<file path="config.mk">
export PLATFORM = sky130hd
export DESIGN_NAME = posit_encoder_32_3
export DESIGN_NICKNAME = d
export VERILOG_FILES = /design/src/rtl/posit_encoder_32_3.sv
export SDC_FILE = /design/constraint.sdc
export NUM_CORES = 1
export LEC_CHECK = 0
export CORE_ASPECT_RATIO = 0.6
export CORE_MARGIN = 4
export CORE_UTILIZATION = 45
export CTS_CLUSTER_DIAMETER = 100
export DETAILED_ROUTE_END_ITERATION = 7
export GPL_TIMING_DRIVEN = 0
export PLACE_DENSITY = 0.67
export SLEW_MARGIN = 5
export SYNTH_ARGS = -nofsm -noshare
export SYNTH_HDL_FRONTEND = slang
export SYNTH_SLANG_ARGS = --single-unit
</file>
<file path="constraint.sdc">
create_clock -name clk -period 5.5 [get_ports clk]
set_input_delay 1.1 -clock clk [delete_from_list [all_inputs] [get_ports clk]]
set_output_delay 1.1 -clock clk [all_outputs]
set_load 0.05 [all_outputs]
</file>
<file path="src/rtl/posit_encoder_32_3.sv">
// posit(32,3) encoder: decoded fields in, packed posit out.
// Three-stage valid/ready pipeline with RNE rounding and saturation.
module posit_encoder_32_3 (
  input  logic        clk,
  input  logic        rst_n,
  input  logic        in_valid,
  output logic        in_ready,
  input  logic        in_sign,
  input  logic [5:0]  in_k,
  input  logic [2:0]  in_expo,
  input  logic [25:0] in_frac,
  input  logic        in_zero,
  input  logic        in_nar,
  output logic        out_valid,
  input  logic        out_ready,
  output logic [31:0] out_posit
);

  localparam int N  = 32;
  localparam int ES = 3;
  localparam int FS = 26;
  localparam int KW = 6;

  localparam logic signed [KW-1:0] KMAX = 6'sd30;
  localparam logic signed [KW-1:0] KMIN = -6'sd30;

  typedef struct packed {
    logic          v;
    logic          sign;
    logic          zero;
    logic          nar;
    logic [KW-1:0] k;
    logic [ES-1:0] expo;
    logic [FS-1:0] frac;
    logic [5:0]    rl;
  } s1_t;

  typedef struct packed {
    logic         v;
    logic         sign;
    logic         zero;
    logic         nar;
    logic [N-2:0] body;
  } s2_t;

  s1_t s1, s1_d;
  s2_t s2, s2_d;
  logic [N-1:0] res;
  logic adv;

  assign adv      = !out_valid | out_ready;
  assign in_ready = adv;

  logic signed [KW-1:0] kin;
  assign kin = in_k;

  always_comb begin
    s1_d      = '0;
    s1_d.v    = in_valid;
    s1_d.sign = in_sign;
    s1_d.zero = in_zero;
    s1_d.nar  = in_nar;
    s1_d.k    = in_k;
    s1_d.expo = in_expo;
    s1_d.frac = in_frac;
    if (kin > KMAX) begin
      s1_d.k    = KMAX;
      s1_d.expo = '1;
      s1_d.frac = '1;
    end else if (kin < KMIN) begin
      s1_d.k    = KMIN;
      s1_d.expo = '0;
      s1_d.frac = '0;
    end
    // rl reaches 32 for k=30; 6 bits hold it
    if (s1_d.k[KW-1])
      s1_d.rl = 6'd1 - s1_d.k;
    else
      s1_d.rl = s1_d.k + 6'd2;
  end

  logic [31:0]  regime;
  logic [63:0]  rstr;
  logic [N-2:0] body;
  logic [5:0]   kp1;
  logic [5:0]   nk;
  logic         guard;
  logic         sticky;
  logic         rnd;

  always_comb begin
    kp1 = s1.k + 6'd1;
    nk  = 6'd0 - s1.k;
    if (s1.k[KW-1])
      regime = 32'h8000_0000 >> nk;
    else
      regime = ~(32'hffff_ffff >> kp1);
    rstr   = {regime, 32'h0}
           | ({s1.expo, s1.frac, 35'h0} >> s1.rl);
    body   = rstr[63:33];
    guard  = rstr[32];
    sticky = |rstr[31:0];
    rnd    = guard & (body[0] | sticky) & ~&body;

    s2_d      = '0;
    s2_d.v    = s1.v;
    s2_d.sign = s1.sign;
    s2_d.zero = s1.zero;
    s2_d.nar  = s1.nar;
    s2_d.body = body + {30'h0, rnd};
    if (s2_d.body == '0)
      s2_d.body = 31'h1;
  end

  always_comb begin
    res = '0;
    unique case (1'b1)
      s2.nar:
        res = 32'h8000_0000;
      !s2.nar && s2.zero:
        res = 32'h0;
      !s2.nar && !s2.zero && s2.sign:
        res = 32'h0 - {1'b0, s2.body};
      default:
        res = {1'b0, s2.body};
    endcase
  end

  always_ff @(posedge clk or negedge rst_n) begin
    if (!rst_n) begin
      s1        <= '0;
      s2        <= '0;
      out_valid <= 1'b0;
      out_posit <= '0;
    end else if (adv) begin
      s1        <= s1_d;
      s2        <= s2_d;
      out_valid <= s2.v;
      out_posit <= res;
    end
  end

endmodule

</file>
Yosys cells after proc, flatten, opt, wreduce, memory -nomap -nowiden
Cells that the tools add are included.
- add/sub/neg operators: 6
- multipliers: 0
- div/mod/pow operators: 0
- $lt $le $gt $ge: 2
- equality and inequality tests: 0
- shift operators: 3
- mux-type cells: 6
- bitwise logic cells: 6
- reductions and logical operators: 10
- operators with widths (kind ; number):
    $pmux W32 S3 ; 1
    $mux W35 ; 2
    $or A64 B64 Y64 ; 1
    $shr A32 B6 Y32 const A ; 2
    $shr A64 B6 Y64 ; 1
    $mux W32 ; 1
    $not A32 Y32 ; 1
    $reduce_or A32 Y1 ; 1
    $sub A1 B31 Y32 const A ; 1
    $add A31 B1 Y31 ; 1
    $logic_not A31 Y1 ; 1
    $mux W31 ; 1
    $reduce_and A31 Y1 ; 1
    $sub A1 B6 Y6 const A ; 2
    $add A6 B1 Y6 const B ; 1
    $add A6 B2 Y6 const B ; 1
    $gt A6 B6 Y1 const B ; 1
    $lt A6 B6 Y1 const B ; 1
    $mux W6 ; 1
    $logic_not A1 Y1 ; 4
    $logic_and A1 B1 Y1 ; 3
    $and A1 B1 Y1 ; 2
    $or A1 B1 Y1 ; 2
- flip-flop bits (word level): 113
- bits in latches: 0
- memory bits (writable): 0
- bits in read-only memories: 0
- input bits: 42
- output and inout port bits: 34
- logic and storage cells: 48
- memories kept: 0

Logic depth before layout (Yosys ltp)
- depth after elaboration: 12
- gate-level depth with buffers: 26
- gate-level depth less buffers: 22

Worst setup path before layout
No wires, ideal clock.
- path type: reg2reg
- start: reg s1[36] (netlist bit)
- end: reg s2[0] (netlist bit)
- library setup time: 95 ps
- arrival: 5138 ps
- required time: 5405 ps
- setup slack: 266 ps
- stages on the path, launching flop included: 22
- buffers on the path: 2
- period minus slack after synthesis: 5234 ps
- cell sequence: dfrtp_1 > clkbuf_1 > inv_1 > ha_1 > or3b_1 > o31ai_2 > a21oi_1 > a221o_2 > nor3b_2 > nand3b_1 > or3_1 > nor3_1 > nor3_1 > ha_1 > ha_1 > and3_1 > buf_2 > a31o_2 > a211oi_1 > nor4bb_1 > nand4_1 > o31ai_1
- word-level cells in the longest chain between the ends: 11
- elaborated cells on any way between the ends: 15
- classes of those cells: add/sub: 3; shift: 2; mux: 2; bitwise: 5; reduce/logical: 3
- RTL lines (item ; line ; text):
    start: declaration ; 46 ; s1_t s1, s1_d;
    start signal: assignment ; 131 ; s1 <= '0;
    start signal: assignment ; 136 ; s1 <= s1_d;
    $add A6 B1 Y6 ; 92 ; kp1 = s1.k + 6'd1;
    $shr A32 B6 Y32 ; 97 ; regime = ~(32'hffff_ffff >> kp1);
    $not A32 Y32 ; 97 ;
    $mux W32 (*) ; 94 ; if (s1.k[KW-1])
    $or A64 B64 Y64 (*) ; 99 ; | ({s1.expo, s1.frac, 35'h0} >> s1.rl);
    $reduce_and A31 Y1 / $or A1 B1 Y1 (equally long branches) ; 103 ; rnd = guard & (body[0] | sticky) & ~&body;
    $logic_not A1 Y1 / $and A1 B1 Y1 (equally long branches) ; 103 ;
    $and A1 B1 Y1 ; 103 ;
    $add A31 B1 Y31 (*) ; 110 ; s2_d.body = body + {30'h0, rnd};
    $logic_not A31 Y1 ; 111 ; if (s2_d.body == '0)
    $mux W31 (*) ; 111 ;
    end signal: assignment ; 132 ; s2 <= '0;
    end signal: assignment ; 137 ; s2 <= s2_d;
    end: declaration ; 47 ; s2_t s2, s2_d;
Every way passes the cells marked *; elsewhere a longest branch is shown, timed or not.
A chain may end at the register's enable or synchronous reset.

Final worst setup path
- start: reg s1[0] (netlist bit)
- end: reg s2[0] (netlist bit)
- word-level cells in the longest chain between the ends: 9
- elaborated cells on any way between the ends: 11
- classes of those cells: add/sub: 1; shift: 1; mux: 1; bitwise: 4; reduce/logical: 4
- RTL lines (item ; line ; text):
    $shr A64 B6 Y64 (*) ; 99 ;
    $or A64 B64 Y64 (*) ; 99 ;
    $reduce_or A32 Y1 ; 102 ; sticky = |rstr[31:0];
    $or A1 B1 Y1 ; 103 ;
    $and A1 B1 Y1 (2 in a row) ; 103 ;
    $add A31 B1 Y31 (*) ; 110 ;
    $logic_not A31 Y1 ; 111 ;
    $mux W31 (*) ; 111 ;
Marked as above.

==> impl_metrics.csv <==
group,metric,value,unit
timing,setup_viol,1,
critical_path,cp_data_arrival_time,5.97,ns
synthesis,synth_edf_count,0,
min_path,hold_class,"flop to flop",
power,combinationalPowerShare,63.0,%
floorplan,die_area,23800,um^2
routing,routedWlPerCell,24.7,um
power,vdd_ir_drop_max,257,uV
synthesis,ys_seq_elements,113,
global_route,grt_max_degree,78,
run,drv_cap,0,
power,p_int,0.00338,W
timing,worst_slack,-0.130,ns
layout,num-fill-cells,1961,
global_route,antenna_found_initial,1,
clock_network,cts_buffers,17,
run_status,violations,"negative setup slack",
routing,drtAntennaViolNets,0,
critical_path,critical_path_class,"flop to flop",
synthesis,synth_top_area_share,29.5,%
clock_network,clock_sinks,113,
power,p_sw,0.00360,W
placement,placed_cell_area,10700,um^2
synthesis,async_reset_ff_share,100,%
timing,rsz0062_at_grt,"true",
timing,final.setup.tns,-0.130,ns
synthesis,syn_nets,1264,
routing,dr.pass1.iters,7,
global_route,grt_pass1_vias,9559,
clock_network,clk_path_buf_depth,2,
power,power_frac_clock,16.1,%
floorplan,die_w,196,um
synthesis,synth_ff_type,"dfrtp_1",
placement,place_hpwl,30.6,mm
floorplan,io_pins,76,
timing,tightest_slew,1.04,ns
critical_path,end_kind,"flop",
layout,area_growth,25.2,%
layout,insertedDiodeCount,0,
synthesis,yosysUniqueCellTypes,95,
routing,drc,0,
global_route,gr-total-overflow,0,
floorplan,core_area,21000,um^2
timing,holdWs,0.461,ns
synthesis,synth_warnings,0,
layout,final_cell_area,12000,um^2
synthesis,syn_avg_cell_area,7.93,um^2
critical_path,cp.required,5.84,ns
power,p_sw_share,51.6,%
run_status,status,"finished with violations",
floorplan,die_h,121,um
synthesis,synth_top_cell_by_area,"dfrtp_1",
min_path,hold_depth,2,
global_route,grt_usage,32.9,%
floorplan,start_util,45.7,%
timing,fin_skew,0.0103,ns
timing,period_minus_slack,5.63,ns
clock_network,htree_levels,4,
synthesis,netlist_area,9580,um^2
layout,drive_gt1_share,15.7,%
routing,vias_per_cell,6.58,
layout,nets,1381,
critical_path,critical_path_peak_fanout,10,
routing,drt_iter0_drc,1828,
clock_network,cts_tree,"yes",
power,power_density,582,nW/um^2
floorplan,row_count,41,
critical_path,critPathLaunchType,"flop",
power,p_leak,4.83,nW
timing,hold_viol_final,0,
clock_network,clk_latency,0.43,ns
synthesis,syn_inst,1208,
timing,finalMaxSlewViolations,0,
synthesis,synth_seq_area_share,29.5,%
timing,relSlewSlack,30.9,%
timing,fin_crit_sh,102,%
clock_network,cts_hold_buf,0,
clock_network,clk_pin_slew,0.06,ns
routing,totalWireLength,40.0,mm
routing,route.vias.total,10600,
critical_path,rr_worst_depth,20,
clock_network,cts-root-buf,"clkbuf_16",
placement,port_buffers,75,
timing,max_clock_freq,178,MHz
power,pwr-share-seq,20.9,%
placement,place_congestion,1.15,
synthesis,synth_area_leaders,"dfrtp_1 30%, nand2_1 7.4%, o21ai_0 5.7%",
global_route,grt_pass1_wl,59.3,mm
## through the flow
| stage | power, W | utilization, % | instances | setup WS (ns) |
|---|---|---|---|---|
| global placement | 0.00527 | 50.9 | 1562 | -1.22 |
| global route | 0.00730 | 57.2 | 1616 | -0.176 |
| detailed placement | 0.00528 | 51.0 | 1563 | -1.12 |
| floorplan | 0.00402 | - | 1208 | 0.266 |
| CTS | 0.00658 | 55.3 | 1605 | 0.00307 |
| finish | 0.00698 | 57.2 | 1616 | -0.130 |
## cells in the mapped netlist, drive strengths merged (23+ instances only)
cell / number
a21oi: 106
buf: 28
clkbuf: 55
dfrtp: 113
mux2i: 42
nand2: 189
nand3: 33
nor2: 90
nor3: 23
o21ai: 111
o31ai: 24
xor2: 38
## cell type report
class	count	area [um^2]	area share [%]
well taps	279	349	2.91
plain buffers	77	432	3.60
multi-input cells	988	6690	55.8
clock inverters	12	134	1.12
flip-flops and latches	113	2830	23.6
clock buffers	19	453	3.78
repair buffers	104	1020	8.50
inverters	24	90.1	0.751
## registers in the layout, indices dropped and copies added (netlist names)
signal,cells
s2,35
s1,45
out_valid,1
out_posit,32
## power groups by stage
stage | Sequential (W) | Combinational, W | Clock [W]
6_report | 0.00146 | 0.00439 | 0.00112
5_1_grt | 0.00150 | 0.00463 | 0.00117
2_1_floorplan | 0.00167 | 0.00235 | 0
3_5_place_dp | 0.00145 | 0.00383 | 0
4_1_cts | 0.00144 | 0.00400 | 0.00113
3_3_place_gp | 0.00144 | 0.00383 | 0
## metal layers
metal | GRT usage, % | part of all wire [%]
met1 | 52.6 | 47
met5 | 0 | 0.050
met4 | 6.89 | 1.8
met2 | 36.5 | 35
met3 | 17.6 | 16
## worst max-delay path, stage by stage, from the launching register on
cell	delay, ns
dfrtp_1	0.33
buf_6	0.15
buf_4	0.25
mux2_2	0.44
o21ai_1	0.59
o22ai_1	0.38
a21o_1	0.29
nor3b_4	0.17
nand3b_1	0.14
or3_4	0.16
nor3_2	0.05
nor3_2	0.20
ha_2	0.26
inv_2	0.05
a31o_4	0.22
nor3_4	0.15
nand4_1	0.27
or4_4	0.60
a222oi_1	0.42
nand4_1	0.14
o31ai_1	0.26
## layout by cell type, fill, tap and decap left out, types with 21 or more instances in the layout
| cell | count |
|---|---|
| o22ai_1 | 21 |
| o31ai_1 | 22 |
| a21oi_1 | 102 |
| nor2_1 | 84 |
| clkbuf_1 | 43 |
| nand2_1 | 187 |
| clkdlybuf4s50_1 | 74 |
| o21ai_0 | 100 |
| dfrtp_1 | 113 |
| buf_4 | 32 |
| mux2i_1 | 36 |
| xor2_1 | 36 |
| nand3_1 | 31 |
## final timing paths
| check | from | endpoint | slack [ns] |
|---|---|---|---|
| max in group asynchronous | rst_n | s2[3]$_DFFE_PN0P_ | 4.19 |
| setup reg to reg | s1[0]$_DFFE_PN0P_ | s2[0]$_DFFE_PN0P_ | -0.13 |
| hold / removal | s2[34]$_DFFE_PN0P_ | s2[34]$_DFFE_PN0P_ | 0.46 |
| hold reg to reg | s2[34]$_DFFE_PN0P_ | s2[34]$_DFFE_PN0P_ | 0.46 |
| min in group asynchronous | rst_n | s1[33]$_DFFE_PN0P_ | 0.57 |
| setup / recovery | s1[0]$_DFFE_PN0P_ | s2[0]$_DFFE_PN0P_ | -0.13 |
## cell families after synthesis
kind of cell / count (synthesis) / synth area share (%)
AO/OA/AOI/OAI: 389 / 25.8
XOR/XNOR: 59 / 5.39
adder cells (fa/ha/maj): 14 / 1.83
buffers and inverters: 107 / 5.33
flip-flops: 113 / 29.5
multiplexers: 75 / 9.72
AND/OR/NAND/NOR: 451 / 22.4
## timing repair
action / CTS / global route
hold endpoints to repair: 0 / 0
gates cloned: 0 / 1
endpoints found under the setup margin: 22 / 12
resized for setup: 52 / 63
setup buffers: 13 / 14
pin swaps: 11 / 17
Power figures use the tool's default switching activity.
